===== src/rtl/spi_pkg.sv =====
// spi_pkg: shared types, widths and frame-length decode for the SPI clock engine
package spi_pkg;
    localparam int SPI_DIV_WIDTH = 16;
    localparam int SPI_ECNT_WIDTH = 7;
    typedef enum logic [1:0] {DTB8, DTB16, DTB24, DTB32} dtb_e;
    // Two SCK edges per bit, so 16 edges per byte of frame length
    function automatic logic [SPI_ECNT_WIDTH-1:0] dtb2edges(input dtb_e dtb);
        return {3'(dtb) + 3'd1, 4'b0};
    endfunction
endpackage


===== src/rtl/spi_clk_div.sv =====
// spi_clk_div: reloadable down-counter that ticks when it reaches zero and reloads
module spi_clk_div #(
    parameter int WIDTH = 16
) (
    input  logic             clk_i,
    input  logic             rst_i,
    input  logic             clr_i,
    input  logic             load_i,
    input  logic             en_i,
    input  logic [WIDTH-1:0] val_i,
    output logic             tick_o
);
    logic [WIDTH-1:0] cnt;
    assign tick_o = en_i & (cnt == '0);
    always_ff @(posedge clk_i) begin
        if (rst_i || clr_i) cnt <= '0;
        else if (load_i) cnt <= val_i;
        else if (en_i) cnt <= tick_o ? val_i : cnt - 1'b1;
    end
endmodule


===== src/rtl/spi_clk_gen.sv =====
// spi_clk_gen: SCK generator producing 2*bits edges per frame with registered edge strobes
module spi_clk_gen
    import spi_pkg::*;
#(
    parameter int DIV_WIDTH  = SPI_DIV_WIDTH,
    parameter int ECNT_WIDTH = SPI_ECNT_WIDTH
) (
    input  logic                 clk_i,
    input  logic                 rst_i,
    input  logic                 en_i,
    input  logic                 st_i,
    input  logic                 cpol_i,
    input  logic [DIV_WIDTH-1:0] div_i,
    input  logic [1:0]           dtb_i,
    output logic                 spi_clk_o,
    output logic                 pos_edge_o,
    output logic                 neg_edge_o,
    output logic                 busy_o,
    output logic                 last_o,
    output logic                 done_o
);
    typedef enum logic {IDLE, RUN} state_e;
    state_e state, state_nxt;
    logic [DIV_WIDTH-1:0] div_lat;
    logic [ECNT_WIDTH-1:0] edge_cnt;
    logic cpol_lat, accept, run, tick, final_edge;
    always_comb begin
        accept = st_i & en_i & (state == IDLE);
        run = en_i & (state == RUN);
        final_edge = tick & (edge_cnt == ECNT_WIDTH'(1));
        state_nxt = state;
        if (accept) state_nxt = RUN;
        else if (state == RUN && (!en_i || final_edge)) state_nxt = IDLE;
    end
    spi_clk_div #(.WIDTH(DIV_WIDTH)) u_div (
        .clk_i  (clk_i),
        .rst_i  (rst_i),
        .clr_i  (~accept & ~run),
        .load_i (accept),
        .en_i   (run),
        .val_i  (accept ? div_i : div_lat),
        .tick_o (tick)
    );
    always_ff @(posedge clk_i) begin
        if (rst_i) begin
            state <= IDLE;
            div_lat <= '0;
            cpol_lat <= 1'b0;
            edge_cnt <= '0;
            spi_clk_o <= cpol_i;
            pos_edge_o <= 1'b0;
            neg_edge_o <= 1'b0;
            done_o <= 1'b0;
        end else begin
            state <= state_nxt;
            pos_edge_o <= tick & ~spi_clk_o;
            neg_edge_o <= tick & spi_clk_o;
            done_o <= final_edge;
            if (accept) begin
                div_lat <= div_i;
                cpol_lat <= cpol_i;
                edge_cnt <= ECNT_WIDTH'(dtb2edges(dtb_e'(dtb_i)));
            end else if (!run) edge_cnt <= '0;
            else if (tick) edge_cnt <= edge_cnt - 1'b1;
            // Abort returns SCK to the latched idle level; idle tracks cpol_i
            spi_clk_o <= run ? spi_clk_o ^ tick : (state == RUN ? cpol_lat : cpol_i);
        end
    end
    assign busy_o = (state == RUN);
    assign last_o = busy_o & (edge_cnt <= ECNT_WIDTH'(2));
endmodule


===== config.mk =====
export PLATFORM = sky130hd
export DESIGN_NAME = spi_clk_gen
export DESIGN_NICKNAME = d
export VERILOG_FILES = /design/src/rtl/spi_pkg.sv /design/src/rtl/spi_clk_div.sv /design/src/rtl/spi_clk_gen.sv
export SDC_FILE = /design/constraint.sdc
export NUM_CORES = 1
export LEC_CHECK = 0
export CORE_MARGIN = 2
export CORE_UTILIZATION = 30
export CTS_CLUSTER_DIAMETER = 60
export DETAILED_ROUTE_END_ITERATION = 12
export HOLD_SLACK_MARGIN = 0.1
export PLACE_DENSITY_LB_ADDON = 0.12
export SLEW_MARGIN = 5
export SYNTH_ARGS = -nofsm -noshare
export SYNTH_HDL_FRONTEND = slang
export SYNTH_SLANG_ARGS = --single-unit

===== constraint.sdc =====
create_clock -name clk_i -period 2.75 [get_ports clk_i]
set_clock_uncertainty 0.05 [all_clocks]
set_input_delay 0.4125 -clock clk_i [delete_from_list [all_inputs] [get_ports clk_i]]
set_output_delay 0.4125 -clock clk_i [all_outputs]
set_load 0.02 [all_outputs]

## Word level (Yosys, flattened, before mapping)

Cells that the tools add are included.

| storage, ports and cells | value |
|---|---|
| register bits | 45 |
| bits in latches | 0 |
| bits in writable memories | 0 |
| bits in read-only memories | 0 |
| input bits | 23 |
| output and inout bits | 6 |
| word-level logic and storage cells | 50 |
| memories kept | 0 |

| operators by class | value |
|---|---|
| $add $sub $neg | 3 |
| multiply operators | 0 |
| div/mod/pow operators | 0 |
| magnitude comparators | 1 |
| eq/ne operators | 2 |
| shift operators | 0 |
| multiplexer cells | 12 |
| bitwise logic cells | 14 |
| reductions and logical operators | 8 |

Operator list:

| cell | number |
|---|---|
| two-way mux 16 bit | 4 |
| two-way mux 7 bit | 3 |
| zero test 16 bit | 1 |
| subtractor 16 x 1 -> 16 bit, second input constant | 1 |
| AND 1 bit | 9 |
| equality test 7 x 1 -> 1 bit, second input constant | 1 |
| less-or-equal comparator 7 x 2 -> 1 bit, second input constant | 1 |
| subtractor 7 x 1 -> 7 bit, second input constant | 1 |
| two-way mux 1 bit | 5 |
| NOT 1 bit | 4 |
| nonzero test 2 bit | 2 |
| adder 2 x 1 -> 3 bit, second input constant | 1 |
| inequality test 3 x 2 -> 1 bit, second input constant | 1 |
| OR reduction 3 bit | 1 |
| logical OR 1 bit | 2 |
| logical AND 1 bit | 1 |
| zero test 1 bit | 1 |
| XOR 1 bit | 1 |

## Logic depth before layout (Yosys ltp)

Gate-level depths: netlist of run 1.

| logic depth | value |
|---|---|
| depth after elaboration | 7 |
| mapped depth | 11 |
| mapped depth without buffers | 10 |

## Modules after synthesis

From an unflattened synthesis of run 1, not the netlist that was laid out.

| second synthesis, totals | value |
|---|---|
| cells, all modules | 258 |
| area, all modules | 2,294.7 um^2 |

By module, submodules not included:

| module | times used | cells an instance | area an instance (um^2) | seq. area each (um^2) |
|---|---|---|---|---|
| spi_clk_gen | 1 | 129 | 1,300.0 | 580.6 |
| spi_clk_div | 1 | 129 | 994.7 | 320.3 |

## Least setup slack after synthesis of run 1

Ideal clock, no wire load.

| timing | value |
|---|---|
| path kind | reg2reg |
| from | register u_div.cnt[7] |
| to | register spi_clk_o |
| library setup time | 87 ps |
| arrival time | 2,122 ps |
| data required time | 2,613 ps |
| setup slack | 491 ps |
| stages on the path, launching flop included | 11 |
| buffers on the path | 2 |
| clock period less this slack | 2,259 ps |
| path through | dfxtp_1 buf_6 or4_4 nor3_4 nand2_4 clkinv_4 buf_6 ha_1 nand2_1 o21ai_0 o31ai_1 |

| on the way | value |
|---|---|
| word-level cells in the longest chain between the ends | 5 |

Ends and longest elaborated chain:

| item | RTL line | RTL |
|---|---|---|
| from (decl) | spi_clk_div.sv:13 | `logic [WIDTH-1:0] cnt;` |
| from (signal assigned) | spi_clk_div.sv:17 | `else if (load_i) cnt <= val_i;` |
| from (signal assigned) | spi_clk_div.sv:18 | `else if (en_i) cnt <= tick_o ? val_i : cnt - 1'b1;` |
| zero test 16 bit | spi_clk_div.sv:14 | `assign tick_o = en_i & (cnt == '0);` |
| AND 1 bit | spi_clk_div.sv:14 |  |
| net tick | spi_clk_gen.sv:26 | `logic cpol_lat, accept, run, tick, final_edge;` |
| XOR 1 bit | spi_clk_gen.sv:66 | `spi_clk_o <= run ? spi_clk_o ^ tick : (state == RUN ? cpol_lat : cpol_i);` |
| two-way mux 1 bit | spi_clk_gen.sv:66 |  |
| two-way mux 1 bit | spi_clk_gen.sv:45 | `if (rst_i) begin` |
| to (signal assigned) | spi_clk_gen.sv:50 | `spi_clk_o <= cpol_i;` |
| to (signal assigned) | spi_clk_gen.sv:66 |  |
| to (decl) | spi_clk_gen.sv:15 | `output logic spi_clk_o,` |

The timed path passes the listed nets, and every way through them passes these cells.
A chain may end at the register's enable or synchronous reset.

## Final worst setup path of run 1

| timing | value |
|---|---|
| from | register edge_cnt[3] |
| to | output port last_o |

| on the way | value |
|---|---|
| word-level cells in the longest chain between the ends | 2 |

Ends and longest elaborated chain:

| item | RTL line | RTL |
|---|---|---|
| from (decl) | spi_clk_gen.sv:25 | `logic [ECNT_WIDTH-1:0] edge_cnt;` |
| from (signal assigned) | spi_clk_gen.sv:62 | `edge_cnt <= ECNT_WIDTH'(dtb2edges(dtb_e'(dtb_i)));` |
| from (signal assigned) | spi_clk_gen.sv:64 | `else if (tick) edge_cnt <= edge_cnt - 1'b1;` |
| less-or-equal comparator 7 x 2 -> 1 bit | spi_clk_gen.sv:70 | `assign last_o = busy_o & (edge_cnt <= ECNT_WIDTH'(2));` |
| AND 1 bit | spi_clk_gen.sv:70 |  |
| to (decl) | spi_clk_gen.sv:19 | `output logic last_o,` |

No other way between the ends.

==> impl_metrics.json, run 1 <==
{
  "vias": 1973,
  "drc": 0,
  "switching_power_w": 0.0004456,
  "dieArea_sq_mm": 0.008094,
  "die_x_microns": 89.97,
  "synth-warning-count": 0,
  "placed_cells": 392,
  "multiInputGateArea_sq_mm": 0.001204,
  "synth_fp_nets": 301,
  "swShare_pct": 30.59,
  "cts.clk_slew.worst_paths_ns": 0.09,
  "combinationalPowerShare_pct": 22.7,
  "netlist_instances": 270,
  "synth_area_leaders": "dfxtp_1 (41%), nand2_1 (8.5%), a21oi_1 (5.2%)",
  "post_cts_resized": 0,
  "clock_latency_ns": 0.29,
  "postCtsSetupBuffers": 0,
  "clock_path_buffers": 2,
  "ir_drop_uv": 232.2,
  "finalCritPeriodShare_pct": 94.91,
  "timing.fmax_mhz": 383.1,
  "ys_seq_area_share_pct": 40.63,
  "nets": 331,
  "crit_fanout": 5,
  "highest_layer": "met4",
  "grt_pass1_vias": 1889,
  "ys_ff_latch": 45,
  "vias_per_cell": 4.933,
  "routed_wirelength_mm": 5.844,
  "hold_viol_final": 0,
  "synth_top_cell_by_area": "dfxtp_1",
  "max-cap-violations": 0,
  "route.met2.wl_mm": 2.539,
  "pre_cts_slack_ns": 0.1854,
  "drive_gt1_share_pct": 8.638,
  "cts_made_buffers": 5,
  "synth_edf_count": 0,
  "async_flop_share_pct": 0,
  "seq_area_sq_um": 900.9,
  "setup_viol": 0,
  "io_buffers": 28,
  "grt_setup_unrepaired": "false",
  "slew_headroom_pct": 64.23,
  "wl_per_cell_microns": 14.61,
  "core_sq_mm": 0.007214,
  "gp_congestion": 0.8343,
  "cts_root_buf": "clkbuf_8",
  "rows": 31,
  "pwr-share-clk_pct": 28.0,
  "ctsHtreeMaxLevel": 2,
  "antenna_found_initial": 0,
  "n_antenna_cell": 0,
  "status": "complete, no violations",
  "setup_ws_ns": 0.1400,
  "drt_iter0_markers": 111,
  "io_pins": 29,
  "syn_to_final_growth_pct": 21.84,
  "grtUsageTotal_pct": 14.79,
  "clock_sinks": 45,
  "synth_top_area_share_pct": 40.63,
  "die_h_microns": 89.97,
  "timing_worst_setup_path_type": "reg2out",
  "synth_top_flop_cell": "dfxtp_1",
  "grt_max_degree": 28,
  "final_max_slew_viol_count": 0,
  "p_int_w": 0.001011,
  "wl_met3_microns": 200,
  "cp-start-kind": "register",
  "ant_nets": 0,
  "avgSynthCellArea_sq_um": 8.212,
  "cts_tree": "done",
  "fillers": 782,
  "hp-class": "reg2reg",
  "met1_length_mm": 3.062,
  "min_period_ns": 2.610,
  "synthesis.area_sq_mm": 0.002217,
  "crit_path_end_kind": "output pin",
  "hold_buffers": 0,
  "gr-total-overflow": 0,
  "dr.pass1.iters": 4,
  "power.density_mw_per_mm2": 539.2,
  "worstMarginPinSlew_ns": 0.5346,
  "final_core_util_pct": 37.44,
  "critPathArrivalTime_ns": 2.15,
  "leakagePower_nw": 1.019,
  "dpl.hpwl_mm": 4.135,
  "start_util_pct": 30.73,
  "worstPathRequired_ns": 2.29,
  "final_cells": 400,
  "seq_power_share_pct": 49.3,
  "synth.distinct_cells": 48,
  "grt_pass1_wl_mm": 9.756,
  "tns_ns": 0
}
-- critical path: stages (launching register included) --
cell             delay [ns]
dfxtp_1                0.36
or3_1                  0.39
nor3_1                 0.30
o211a_1                0.21
clkdlybuf4s50_1        0.59
-- registers in the layout, indices dropped and copies added, names as in the netlist --
register and cells:
u_div.cnt 16, cpol_lat 1, div_lat 16, done_o 1
spi_clk_o 1, pos_edge_o 1, neg_edge_o 1, edge_cnt 7
busy_o 1
-- layer usage --
metal	GRT usage, %	vias to the layer above
met5	0	-
met4	3.077	0
met3	2.682	2
met2	22.16	34
met1	22.20	914
li1	-	1023
-- final cells by class --
type	instances	area share, %
repair buffers	37	12.88
well taps	99	4.585
inverters	9	1.436
multi-input cells	202	44.56
clock inverters	3	0.6484
clock buffers	5	2.547
flip-flops and latches	45	33.35
-- kinds of logic (layout without fill, tap and decap cells) --
family                     after synthesis  count (layout)  share of synthesized area, %
xor gates and xnor gates                12              12                         4.740
and+or+nand+nor                        116             116                         25.51
buffers and inverters                   23              54                         5.080
AOI/OAI and AO/OA                       66              66                         19.53
adders and majority gates                8               8                         4.515
DFF                                     45              45                         40.63
-- power by group through the flow --
stage	logic (W)	clock network, W	registers, W
2_1_floorplan	0.000233	0	0.000725
3_3_place_gp	0.000332	0	0.000732
3_5_place_dp	0.000330	0	0.000733
4_1_cts	0.000333	0.000421	0.000718
5_1_grt	0.000369	0.000451	0.000724
6_report	0.000330	0.000408	0.000718
-- placed cells by master (no fill, tap or decap), types with 7 or more instances in the layout --
cell type,count
nor3_1,7
clkdlybuf4s50_1,28
o21ai_0,8
dfxtp_1,45
a21oi_1,23
nand3_1,19
nor2_1,17
buf_4,9
ha_1,8
inv_1,8
nand2_1,50
-- through the flow --
stage	area (sq um)	power (W)	hold slack, ns
floorplan	2217	0.0009581	0.3832
global placement	2615	0.001065	0.3903
detailed placement	2615	0.001063	0.3980
CTS	2701	0.001471	0.4108
global route	2701	0.001544	0.4261
finish	2701	0.001457	0.4080
-- cells in the mapped netlist, types with 2 or more instances --
| cell | count |
|---|---|
| a211oi_1 | 2 |
| nor4_1 | 4 |
| o31ai_1 | 4 |
| or3_1 | 5 |
| nand3_1 | 19 |
| nor3_1 | 7 |
| dfxtp_1 | 45 |
| o22ai_1 | 4 |
| a31oi_1 | 3 |
| nor2b_1 | 2 |
| buf_6 | 2 |
| xor2_1 | 6 |
| buf_2 | 2 |
| o221ai_1 | 2 |
| a21o_1 | 2 |
| a311oi_1 | 2 |
| or3b_2 | 2 |
| a32oi_1 | 4 |
| inv_1 | 8 |
| or4_1 | 2 |
| nor2_1 | 17 |
| clkbuf_1 | 7 |
| o211ai_1 | 3 |
| o21ai_0 | 8 |
| ha_1 | 8 |
| xnor2_1 | 6 |
| nand2_1 | 50 |
| buf_1 | 2 |
| a21oi_1 | 23 |
-- worst paths after layout --
kind	start	end	slack, ns	cells after the start
setup / recovery	edge_cnt[3]$_SDFFE_PP0P_	last_o	0.14	4
hold / removal	cpol_lat$_SDFFE_PP0P_	cpol_lat$_SDFFE_PP0P_	0.41	2
setup reg to reg	u_div.cnt[7]$_SDFFE_PP0N_	spi_clk_o$_DFF_P_	0.30	8
hold reg to reg	cpol_lat$_SDFFE_PP0P_	cpol_lat$_SDFFE_PP0P_	0.41	2
Power figures use the tool's default switching activity.
==> inputs of run 2 (changes only) <==
CTS_CLUSTER_SIZE = 12   (was unset)
==> results of run 2 <==
Final layout, timing and power as in run 1 (identical DEF).
==> RTL edit (settings of run 2) <==
Put a register stage on the output `last_o`. The value now appears one clock later. The other outputs are not delayed to match.
--- a/src/rtl/spi_clk_gen.sv
+++ b/src/rtl/spi_clk_gen.sv
@@ -69,3 +69,5 @@
     assign busy_o = (state == RUN);
-    assign last_o = busy_o & (edge_cnt <= ECNT_WIDTH'(2));
+    always_ff @(posedge clk_i) begin
+        last_o <= busy_o & (edge_cnt <= ECNT_WIDTH'(2));
+    end
 endmodule
Check against the original RTL: same outputs for any inputs over 10 cycles, from zero or initial values and one cycle with rst_i high; that may be too few to reach the edited logic, so the function may still have changed.
==> RTL edit against run 2 <==
Setup slack improved by 150 ps; area after synthesis grew 0.90%; final area is 1.2% higher; sequential cell count is 1 higher; routed wire length increased by 0.46%; fmax rose by 5.9%; power is 3.0% higher; sequential power increased by 2%; critical path type is now flop to flop; highest routed layer unchanged.
==> RTL edit: results (changes against run 2) <==
| Metric | Value |
|---|---|
| Wire per inst | `14.6 um (about the same)` |
| Leakage power | `1.04 nW (+1.8%)` |
| Crit path to | `spi_clk_o` |
| Resize count post-CTS | `0 (unchanged)` |
| Seq/Total Area, Yosys | `0.412 (+0.00531)` |
| Yosys warning total | `0 (unchanged)` |
| Area contributors post-synth | `dfxtp_1, nand2_1, a21oi_1, ha_1, nand3_1` |
| Global-route wire length before repair | `9900 um (+1.5%)` |
| DP Wirelength | `4250 um (+2.8%)` |
| Post-Place Worst Slack | `181 ps (-4.00 ps)` |
| Critical path fanouts, max | `27 (+22)` |
| Most frequent cells after synthesis | `nand2_1, dfxtp_1, a21oi_1` |
| Final instance count without filler cells | `402 (+0.50%)` |
| Number of global-route vias before repair | `1952 (+3.3%)` |
| VDD IR max | `0.000200 V (-14%)` |
| Critical path startpoint | `u_div.cnt[7]` |
| Clock power share | `0.290 (+0.010)` |
| Syn Nets | `302 (+0.33%)` |
| Synth Area in Compound Gates | `0.194 (-0.00175)` |
| Outcome | `finished, final reports clean` |
| 1st-iter DRT viols | `158 (+42%)` |
| Share of layout cells above drive strength 1 | `0.0858 (-0.000570)` |
| Final hold slack | `409 ps (+0.775 ps)` |
| DR vias/cell | `5.06 (+2.6%)` |
| DRC | `0 (unchanged)` |
| XOR/XNOR Fraction of Synth Area | `0.0470 (-0.000424)` |
| Ant diodes | `0 (unchanged)` |
| Clock root buffer | `clkbuf_8` |
| Worst EP required | `2910 ps (+620 ps)` |
| DRT Pass-1 Iters | `4 (unchanged)` |
| Worst Hold End | `div_lat[14]` |
| Min-Delay Path Depth | `2 (unchanged)` |
| Arr. time, crit path | `2630 ps (+480 ps)` |
| NetSw | `445 uW (-0.13%)` |
| Comb group | `331 uW (about the same)` |
| Synth Area in Adders | `0.0447 (-0.000404)` |
| Nets | `333 (+0.60%)` |
| GPL Wtd Cong | `0.836 (+0.16%)` |
| Clock-pin slew on the worst setup and hold paths | `90 ps (about the same)` |
| Placed Area | `2640 um^2 (+1.1%)` |
| Hold path start | `div_lat[14]` |
| Worst Tran Pin Value | `597 ps (+62.0 ps)` |
| Placed cell count | `394 (+0.51%)` |
| GR Util All Layers | `0.151 (+0.00319)` |
| Syn Inst Count | `271 (+0.37%)` |
| Largest net degree at the start of global routing | `28 (unchanged)` |
| Pint | `1.06 mW (+4.4%)` |
| Clk Latency, worst-skew pair | `300 ps` |
## RTL edit: cell count changes after synthesis, sizes merged
cell          run 2  this run
dfxtp            45        46
## RTL edit: routing by layer
layer | GRT usage | vias to the layer above | part of all wire
met5 | 0 | - | 0
met4 | 0.0564 | 0 | 0.016
met3 | 0.0326 | 7 | 0.042
met2 | 0.229 | 37 | 0.44
met1 | 0.211 | 966 | 0.50
li1 | - | 1024 | -
## RTL edit: worst max-delay path, cell delays in order (launching register included)
cell      delay, ps
dfxtp_1         400
or4_4           610
nor3_4          350
nand2_4         160
clkinv_4        210
ha_1            270
nand2_1          60
o21ai_0          80
o31ai_1         190
## RTL edit: cells by family after synthesis
logic type      Yosys count
simple gates            116
fa+ha+maj                 8
buf+inv                  23
xor+xnor                 12
flops                    46
compound gates           66
## RTL edit: final cells by class
class	count	area [um^2]
inverter	9	38.8
tap	99	124
timing repair buffer	38	355
clock buffer	7	86.3
multi-input combinational	202	1200
fill	797	4520
sequential	46	921
clock inverter	1	5.00
